## src/rtl/neuron_pkg.sv

```systemverilog
// Shared widths, label/class encodings and stage-valid type for the neuron classifier.
package neuron_pkg;

    localparam int X_W    = 7;
    localparam int W_W    = 14;
    localparam int T_W    = 2;
    localparam int PROD_W = 21;
    localparam int SUM_W  = 22;

    localparam logic [T_W-1:0] POS = 2'b01;
    localparam logic [T_W-1:0] NEG = 2'b11;

    // Bit 0 = stage 1 (products), bit 1 = stage 2 (output register)
    typedef logic [1:0] stage_vld_t;

endpackage

```

## src/rtl/sat_counter.sv

```systemverilog
// Up-counter with synchronous clear that sticks at all-ones instead of wrapping.
module sat_counter #(
    parameter int CNT_W = 16
) (
    input  logic             clk,
    input  logic             rst,
    input  logic             clr,
    input  logic             inc,
    output logic [CNT_W-1:0] cnt
);

    // Clear wins over increment; increment stops at the maximum value
    always_ff @(posedge clk) begin
        if (rst || clr) begin
            cnt <= '0;
        end else if (inc && (cnt != '1)) begin
            cnt <= cnt + 1'b1;
        end
    end

endmodule

```

## src/rtl/neuron_classifier.sv

```systemverilog
// Two-stage perceptron inference pipeline: y = (w1*x1 + w2*x2)/16 + b, class sign,
// label mismatch flag and saturating sample/error counters, with valid/ready on both sides.
module neuron_classifier
    import neuron_pkg::*;
#(
    parameter int CNT_W = 16
) (
    input  logic                    clk,
    input  logic                    rst,
    input  logic                    ldWeights,
    input  logic signed [W_W-1:0]   w1In,
    input  logic signed [W_W-1:0]   w2In,
    input  logic signed [W_W-1:0]   bIn,
    input  logic                    cntClear,
    input  logic                    inValid,
    output logic                    inReady,
    input  logic signed [X_W-1:0]   x1,
    input  logic signed [X_W-1:0]   x2,
    input  logic signed [T_W-1:0]   t,
    output logic                    outValid,
    input  logic                    outReady,
    output logic signed [W_W-1:0]   y,
    output logic signed [T_W-1:0]   cls,
    output logic                    mismatch,
    output logic [CNT_W-1:0]        sampleCount,
    output logic [CNT_W-1:0]        errorCount,
    output logic                    busy
);

    // Signed divide by 16 rounding toward zero: bias negatives by 15 before the arithmetic shift
    function automatic logic signed [SUM_W-1:0] div16_tz(input logic signed [SUM_W-1:0] s);
        logic signed [SUM_W-1:0] biased;
        biased = s[SUM_W-1] ? (s + SUM_W'(15)) : s;
        return biased >>> 4;
    endfunction

    // Add bias and keep the low W_W bits (two's-complement wrap, no saturation)
    function automatic logic signed [W_W-1:0] wrap_y(input logic signed [SUM_W-1:0] q,
                                                     input logic signed [W_W-1:0]   b);
        logic signed [SUM_W-1:0] full;
        full = q + SUM_W'(b);
        return full[W_W-1:0];
    endfunction

    logic signed [W_W-1:0]    w1_r;
    logic signed [W_W-1:0]    w2_r;
    logic signed [W_W-1:0]    b_r;

    logic                     vld_p1;
    logic                     vld_p2;
    stage_vld_t               vld;
    logic                     s1_adv;
    logic                     in_hs;
    logic                     out_hs;

    logic signed [PROD_W-1:0] prod1_p1;
    logic signed [PROD_W-1:0] prod2_p1;
    logic signed [W_W-1:0]    b_p1;
    logic signed [T_W-1:0]    t_p1;

    logic signed [W_W-1:0]    y_nxt;

    assign vld      = {vld_p2, vld_p1};
    assign busy     = |vld;
    assign outValid = vld_p2;

    // Stage 1 may move forward when the output register is empty or being drained now
    assign s1_adv   = !vld_p2 || outReady;
    assign inReady  = !rst && !ldWeights && (!vld_p1 || s1_adv);
    assign in_hs    = inValid && inReady;
    assign out_hs   = !rst && vld_p2 && outReady;

    assign y_nxt    = wrap_y(div16_tz(SUM_W'(prod1_p1) + SUM_W'(prod2_p1)), b_p1);

    // Trained weight/bias registers
    always_ff @(posedge clk) begin
        if (rst) begin
            w1_r <= '0;
            w2_r <= '0;
            b_r  <= '0;
        end else if (ldWeights) begin
            w1_r <= w1In;
            w2_r <= w2In;
            b_r  <= bIn;
        end
    end

    // Stage occupancy: stage 1 refills on accept, stage 2 takes stage 1 whenever it may advance
    always_ff @(posedge clk) begin
        if (rst) begin
            vld_p1 <= 1'b0;
            vld_p2 <= 1'b0;
        end else begin
            if (!vld_p1 || s1_adv) begin
                vld_p1 <= in_hs;
            end
            if (s1_adv) begin
                vld_p2 <= vld_p1;
            end
        end
    end

    // ---- stage 1: products, plus the bias and label in force at accept time ----
    // Capture products and the per-sample context on input handshake
    always_ff @(posedge clk) begin
        if (in_hs) begin
            prod1_p1 <= PROD_W'(w1_r) * PROD_W'(x1);
            prod2_p1 <= PROD_W'(w2_r) * PROD_W'(x2);
            b_p1     <= b_r;
            t_p1     <= t;
        end
    end

    // ---- stage 2: sum, scale, bias, classify ----
    // Output register: loads only when stage 1 advances, so it holds steady under backpressure
    always_ff @(posedge clk) begin
        if (rst) begin
            y        <= '0;
            cls      <= '0;
            mismatch <= 1'b0;
        end else if (vld_p1 && s1_adv) begin
            y        <= y_nxt;
            cls      <= y_nxt[W_W-1] ? NEG : POS;
            mismatch <= (y_nxt[W_W-1] != t_p1[T_W-1]);
        end
    end

    sat_counter #(.CNT_W(CNT_W)) u_sample_cnt (
        .clk (clk),
        .rst (rst),
        .clr (cntClear),
        .inc (out_hs),
        .cnt (sampleCount)
    );

    sat_counter #(.CNT_W(CNT_W)) u_error_cnt (
        .clk (clk),
        .rst (rst),
        .clr (cntClear),
        .inc (out_hs && mismatch),
        .cnt (errorCount)
    );

endmodule

```

## config.mk

```make
export PLATFORM = sky130hd
export DESIGN_NAME = neuron_classifier
export DESIGN_NICKNAME = d
export VERILOG_FILES = /design/src/rtl/neuron_pkg.sv /design/src/rtl/sat_counter.sv /design/src/rtl/neuron_classifier.sv
export SDC_FILE = /design/constraint.sdc
export NUM_CORES = 1
export LEC_CHECK = 0
export CORE_AREA = 3 3 215 196
export CTS_CLUSTER_DIAMETER = 40
export DETAILED_ROUTE_END_ITERATION = 8
export DIE_AREA = 0 0 218 199
export PLACE_DENSITY_LB_ADDON = 0.25
export SYNTH_ARGS = -nofsm -noshare
export SYNTH_HDL_FRONTEND = slang
export SYNTH_HIERARCHICAL = 1
export SYNTH_SLANG_ARGS = --single-unit
```

## constraint.sdc

```tcl
create_clock -name clk -period 5.35 [get_ports clk]
set_input_delay 0.8025 -clock clk [delete_from_list [all_inputs] [get_ports clk]]
set_output_delay 0.8025 -clock clk [all_outputs]
set_load 0.005 [all_outputs]
```

==> results by group, run 1 <==
STA
  • Final Critical Period: 5.14 ns
  • Slew @ Worst Pin: 0.967 ns
  • Final hold violations: 0
  • Total Neg Setup Slack: 0 ns
  • Slew Viols, Final: 0
  • Clk_skew: 0.00974 ns
  • Final period utilization: 0.961
  • Relative slew slack: 0.354
  • # setup viols final: 0
  • Max Fclk: 195 MHz

Routing
  • Via count: 10502
  • Vias per std cell: 4.86
  • Final WL: 31700 µm
  • ANT nets after route: 0
  • Detailed Route Iter0 Violations: 528
  • Drt drc: 0
  • Routed wire per std cell: 14.7 µm
  • Total iterations of the first detailed-routing run: 5

Clock network
  • Clock Latency Late Sink: 0.45 ns
  • Post-CTS Hold Fix Bufs: 0
  • Clock root cell: clkbuf_16
  • CTS tree: done
  • CTS Buf Count: 17
  • Clock Tree Buf Depth: 2
  • Worst-path clk slew: 0.06 ns
  • TritonCTS Sinks: 149
  • H-tree level count: 4

Power
  • Pint: 3.17 mW
  • Clock network power share: 0.245
  • Pwr/cell area: 293 nW/µm²
  • Lkg Pwr: 7.72 nW
  • Flop pwr share: 0.274
  • Gate power share: 0.481
  • PnR Total Power: 5.00 mW
  • Switching power share of the total: 0.365
  • P_sw: 1.83 mW
  • VDD IR-drop max: 187 µV

Synth
  • Register area share after synthesis: 0.255
  • Post-Syn Area: 13900 µm²
  • Commonest cells in the netlist: inv_1 (158), fa_1 (150), ha_1 (120)
  • Count leader, synth: inv_1
  • Mean area per synthesized cell: 9.82 µm²
  • Post-synth top area share: 0.216
  • Gate Count Post-Synth: 1417
  • Main synth FF type: dfxtp_1
  • Area leader, netlist: fa_1
  • Number of synthesized flops with an enable pin: 57
  • Synth warnings: 6
  • Synth Net Count: 1751
  • Synth unique cells: 72
  • Ys async rst share: 0
  • Synth Register Bits: 149
  • Area contributors post-synth: fa_1 (22%), dfxtp_1 (13%), edfxtp_1 (12%)

Setup path
  • CP Max Fanout: 10
  • Worst R2R Setup Slack: 0.30 ns
  • CP arrival: 5.34 ns
  • Slowest-stage cell, CP: fa_1
  • CP bufs+invs: 4
  • Startpoint types: input port
  • Largest delay share family, worst path: adder cells
  • Worst path most repeated cell: fa_1
  • CP max stage delay: 0.55 ns
  • RR Endpoint: mismatch
  • Worst r2r path cells: 21
  • Setup CP Type: input port to register
  • Worst flop-to-flop path startpoint: prod1_p1[14]
  • Worst Path Required: 5.55 ns
  • Critical path endpoint category: register
  • Crit path cell chain: clkdlybuf4s50_1 > buf_6 > nand2_1 > fa_1 > fa_1 > inv_1 > fa_1 > fa_1 > ha_1 > a21oi_2 > o21bai_1 > a211oi_2 > o31ai_4 > o21ai_2 > buf_4 > o21bai_1 > a211oi_1 > nor2_1

Global routing
  • Vias in the first global route: 10758
  • First-pass GRT wire length: 53200 µm
  • Initial antenna violation count: 0
  • Gr usage total: 0.153
  • Total gr overflow: 0
  • Largest net degree at the start of global routing: 51

Layout
  • Final core utilization: 0.423
  • Ant. Diodes: 0
  • Layout cell share with drive strength beyond 1: 0.112
  • Synthesis-to-layout area growth: 22.4%
  • Final Non-Filler Cells: 2160
  • Layout fillers: 3905
  • Nets: 1941

Min path
  • Hold/Removal Path Class: register to register
  • Hold_sp: b_r[9]
  • Worst hold path depth: 0
  • Hold EP: b_p1[9]

Floorplanning
  • Initial Util: 0.345
  • Row count: 70
  • Top-level I/O count: 116
  • Chip Height: 199 µm
  • DIE AREA: 43400 µm²
  • Core Region: 40300 µm²
  • Die Width: 218 µm

Placement
  • RD Place Congestion: 0.820
  • Post-DP HPWL: 25100 µm
  • Port bufs: 114
  • Dpl cells: 2123

Status
  • Outcome: finished, final reports clean

Run
  • MaxCap Viol Count: 0
==> power by group through the flow <==
| stage | Sequential, mW | Clock [mW] | Combinational (mW) |
|---|---|---|---|
| after floorplan | 1.37 | 0 | 1.66 |
| after global placement | 1.40 | 0 | 2.28 |
| after detailed placement | 1.40 | 0 | 2.33 |
| after CTS | 1.37 | 1.27 | 2.36 |
| after global routing | 1.38 | 1.31 | 2.75 |
| final | 1.37 | 1.22 | 2.40 |
==> how the worst max path moves through the flow <==
stage                         to  startpoint  slack (ns)  cells past startpoint
floorplan           prod2_p1[20]       x2[6]        0.06                     18
global placement    prod2_p1[20]       x2[6]       -0.60                     18
detailed placement  prod1_p1[20]       x1[5]       -0.65                     18
CTS                 prod2_p1[20]       x2[5]        0.02                     19
global route        prod1_p1[20]       x1[5]      -0.009                     19
finish              prod2_p1[17]       x2[5]        0.21                     18
==> registers in the layout, indices dropped and copies added (netlist names) <==
name / count
cls: 1
u_error_cnt/cnt: 16
prod2_p1: 21
t_p1: 1
w1_r: 14
mismatch: 1
y: 14
w2_r: 14
outValid: 1
b_r: 14
u_sample_cnt/cnt: 16
vld_p1: 1
b_p1: 14
prod1_p1: 21
==> placed cells by master (no fill, tap or decap), drive strengths merged, types with 7 or more instances in the layout <==
master	synthesis	final
a21oi	62	62
and4	10	10
and3	9	9
inv	158	164
a21o	10	10
or3	16	16
nor2	107	107
a211oi	11	11
o21bai	8	8
mux2i	42	42
dfxtp	92	92
a41o	9	9
nor3	13	13
o31ai	15	15
nand2b	33	33
nand3	20	20
ha	120	120
xor2	24	24
nand4	16	16
dlymetal6s2s	0	8
buf	2	95
nand2	102	102
and2	120	120
nor2b	8	8
clkbuf	34	22
edfxtp	57	57
o41ai	7	7
clkdlybuf4s50	0	101
or4	9	9
fa	150	150
xnor2	62	62
o21ai	39	39
==> worst register-to-register path: stages, from the launching register on <==
cell       delay [ns]
edfxtp_1         0.40
ha_1             0.39
and3_4           0.21
a41o_1           0.26
a2111oi_4        0.34
o21ai_2          0.13
a21o_1           0.21
or3_1            0.34
nor3_2           0.18
nor2_1           0.07
a21oi_1          0.14
xnor2_1          0.15
ha_1             0.29
nor3_1           0.21
nor2_1           0.08
o41ai_2          0.06
o21ai_1          0.16
o41ai_2          0.37
o21ai_1          0.16
xnor2_2          0.24
xnor3_1          0.34
a211oi_1         0.23
==> metal layers <==
layer  global-route usage  vias to the layer above  wire length, µm
li1                     -                     5155                -
met1                0.203                     5172            14900
met2                0.257                      146            15200
met3               0.0240                       29             1050
met4               0.0461                        0              505
met5                    0                        -                0
==> kinds of logic after synthesis <==
logic type,synth area share
DFF,0.255
xor gates and xnor gates,0.0563
muxes,0.0302
adders and majority gates,0.324
AOI/OAI and AO/OA,0.0953
buffers and inverters,0.0528
and+or+nand+nor,0.186
==> through the flow <==
stage,hold slack [ns],worst slack (ns),instance area [µm²]
6_report,0.431,0.210,17000
5_1_grt,0.440,-0.00928,17000
4_1_cts,0.431,0.0187,16900
3_5_place_dp,0.415,-0.647,16300
3_3_place_gp,0.411,-0.603,16300
2_1_floorplan,0.408,0.0569,13900
==> final cells by class <==
cell class              instances  area, µm²  area share
multi-input cells            1074       9770       0.574
flip-flops and latches        149       3550       0.209
repair buffers                207       1860       0.109
well taps                     540        676      0.0397
inverters                     158        593      0.0348
clock buffers                  22        497      0.0292
clock inverters                10       80.1     0.00470
==> what timing repair did <==
| item | in CTS | in global routing |
|---|---|---|
| setup endpoints to repair | 8 | 12 |
| gates resized for setup | 11 | 35 |
| buffers inserted | 0 | 5 |
| pin swaps | 8 | 14 |
No activity file was read; power rests on OpenSTA's default activity.
==> inputs of run 2 (changes only) <==
--- a/config.mk
+++ b/config.mk
@@ -5,10 +5,10 @@
 export SDC_FILE = /design/constraint.sdc
 export NUM_CORES = 1
 export LEC_CHECK = 0
-export CORE_AREA = 3 3 215 196
+export CORE_AREA = 3 3 253 230
 export CTS_CLUSTER_DIAMETER = 40
 export DETAILED_ROUTE_END_ITERATION = 8
-export DIE_AREA = 0 0 218 199
+export DIE_AREA = 0 0 256 233
 export PLACE_DENSITY_LB_ADDON = 0.25
 export SYNTH_ARGS = -nofsm -noshare
 export SYNTH_HDL_FRONTEND = slang
==> run 2 against run 1 <==
Register-to-register slack lost 0.04 ns. Final cell count is 10% higher. Design area grew 2.3%. Non-clock buffer count grew 8.
==> results by group, run 2 (synthesized netlist as in run 1, its figures left out) <==
Clock network
  • CTS tree: done
  • CTS Buf Count: 17
  • H-tree level count: 4
  • Clock Latency Late Sink: 0.49 ns
  • TritonCTS Sinks: 149
  • Clock Tree Buf Depth: 2
  • Post-CTS Hold Fix Bufs: 0
  • Clock root cell: clkbuf_16
  • Worst-path clk slew: 0.07 ns

Placement
  • Port bufs: 114
  • Placed Area: 16600 µm²
  • RD Place Congestion: 0.810
  • Pre-CTS setup slack: -0.652 ns
  • Dpl cells: 2348
  • Post-DP HPWL: 27500 µm

STA
  • Fin worst setup slack: 0.201 ns
  • Final hold violations: 0
  • Slew @ Worst Pin: 1.02 ns
  • Clk_skew: 0.0148 ns
  • Slew Viols, Final: 0
  • Max Fclk: 194 MHz
  • Final Critical Period: 5.15 ns
  • Relative slew slack: 0.317
  • Final period utilization: 0.962
  • # setup viols final: 0
  • Final Hold Slack: 0.433 ns

Power
  • Switching power share of the total: 0.372
  • PnR Total Power: 5.09 mW
  • P_sw: 1.89 mW
  • VDD IR-drop max: 261 µV
  • Flop pwr share: 0.270
  • Lkg Pwr: 7.77 nW
  • Clock network power share: 0.247
  • Pint: 3.20 mW
  • Gate power share: 0.483
  • Pwr/cell area: 292 nW/µm²

Setup path
  • Worst Path Required: 5.57 ns
  • Setup CP Type: input port to register
  • CP Max Fanout: 9
  • Startpoint types: input port
  • Critical path endpoint category: register
  • CP arrival: 5.37 ns

Global routing
  • First-pass GRT wire length: 56700 µm
  • Largest net degree at the start of global routing: 51
  • Gr usage total: 0.120
  • Total gr overflow: 0
  • Initial antenna violation count: 0
  • Vias in the first global route: 10935

Layout
  • Nets: 1949
  • Final Non-Filler Cells: 2384
  • Ant. Diodes: 0
  • Most frequent cells in the layout: inv_1 (158), fa_1 (150), and2_1 (118), ha_1 (118), nor2_1 (107)
  • Commonest non-fill, non-tap cell in the layout: inv_1
  • Design area: 17400 µm²
  • Layout cell share with drive strength beyond 1: 0.119
  • Synthesis-to-layout area growth: 25.2%
  • Largest regs: prod1_p1 x21, prod2_p1 x21

Routing
  • Drt drc: 0
  • Vias per std cell: 4.39
  • Final WL: 34200 µm
  • Detailed Route Iter0 Violations: 440
  • Routed wire per std cell: 14.4 µm
  • Via count: 10470
  • Total iterations of the first detailed-routing run: 5
  • ANT nets after route: 0

Floorplanning
  • Top-level I/O count: 116
  • Chip Height: 233 µm
  • Initial Util: 0.250
  • Row count: 82
  • DIE AREA: 59600 µm²
  • Core Region: 55700 µm²
  • Die Width: 256 µm

Status
  • Outcome: finished, final reports clean

Run
  • MaxCap Viol Count: 0

Min path
  • Hold/Removal Path Class: register to register
## run 2: changes by cell type in the layout (fill, tap and decap cells not counted), sizes merged, moves of 2 or more
cell / before / now
clkdlybuf4s50: 101 / 103
buf: 95 / 103
dlygate4sd2: 2 / 0
clkbuf: 22 / 17
inv: 164 / 167
## run 2: cell type report
type | count | area, µm²
well taps | 756 | 946
fillers | 5733 | 38300
multi-input cells | 1074 | 9820
inverters | 158 | 593
repair buffers | 215 | 1930
flip-flops and latches | 149 | 3550
clock buffers | 17 | 425
clock inverters | 15 | 163
## run 2: worst max-delay path, stage by stage
cell	delay [ns]
clkdlybuf4s50_1	0.52
buf_4	0.23
and2_1	0.18
fa_1	0.55
fa_1	0.44
fa_1	0.55
inv_1	0.05
fa_1	0.53
inv_1	0.04
ha_1	0.32
nor3_1	0.06
nor2_1	0.18
o41ai_4	0.12
o21ai_2	0.21
o21ai_2	0.10
o211ai_1	0.27
o31ai_2	0.10
xnor2_1	0.13
## run 2: stage by stage
stage / utilization / setup TNS [ns]
floorplan: - / 0
global placement: 0.298 / -6.15
detailed placement: 0.298 / -6.62
CTS: 0.309 / 0
global route: 0.313 / -0.0472
finish: 0.313 / 0
## run 2: timing repair
action	4_1_cts	5_1_grt
hold endpoints to repair	0	0
pin swaps	0	10
setup endpoints to repair	7	14
buffers inserted	0	4
gates resized for setup	6	45
## run 2: final timing paths
kind / start / end / slack, ns / depth (start not counted)
setup / recovery: x2[3] / prod2_p1[20] / 0.20 / 18
hold / removal: b_r[0] / b_p1[0] / 0.43 / 0
setup reg to reg: prod1_p1[19] / mismatch / 0.26 / 19
hold reg to reg: b_r[0] / b_p1[0] / 0.43 / 0
## run 2: per-layer routing
metal	global-route usage	share of wire
met1	0.152	0.46
met2	0.205	0.49
met3	0.0276	0.035
met4	0.0333	0.012
met5	0	0
## run 2: power groups by stage
stage,Clock [mW],Combinational (mW),Sequential (mW)
2_1_floorplan,0,1.66,1.37
3_3_place_gp,0,2.36,1.40
3_5_place_dp,0,2.39,1.40
4_1_cts,1.33,2.41,1.37
5_1_grt,1.36,2.81,1.38
6_report,1.26,2.46,1.37
==> inputs of run 3 (changes only) <==
--- a/config.mk
+++ b/config.mk
@@ -10,6 +10,7 @@
 export DETAILED_ROUTE_END_ITERATION = 8
 export DIE_AREA = 0 0 256 233
 export PLACE_DENSITY_LB_ADDON = 0.25
+export SLEW_MARGIN = 20
 export SYNTH_ARGS = -nofsm -noshare
 export SYNTH_HDL_FRONTEND = slang
 export SYNTH_HIERARCHICAL = 1
==> results of run 3 <==
No change in the layout: final DEF, timing and power equal those of run 2.
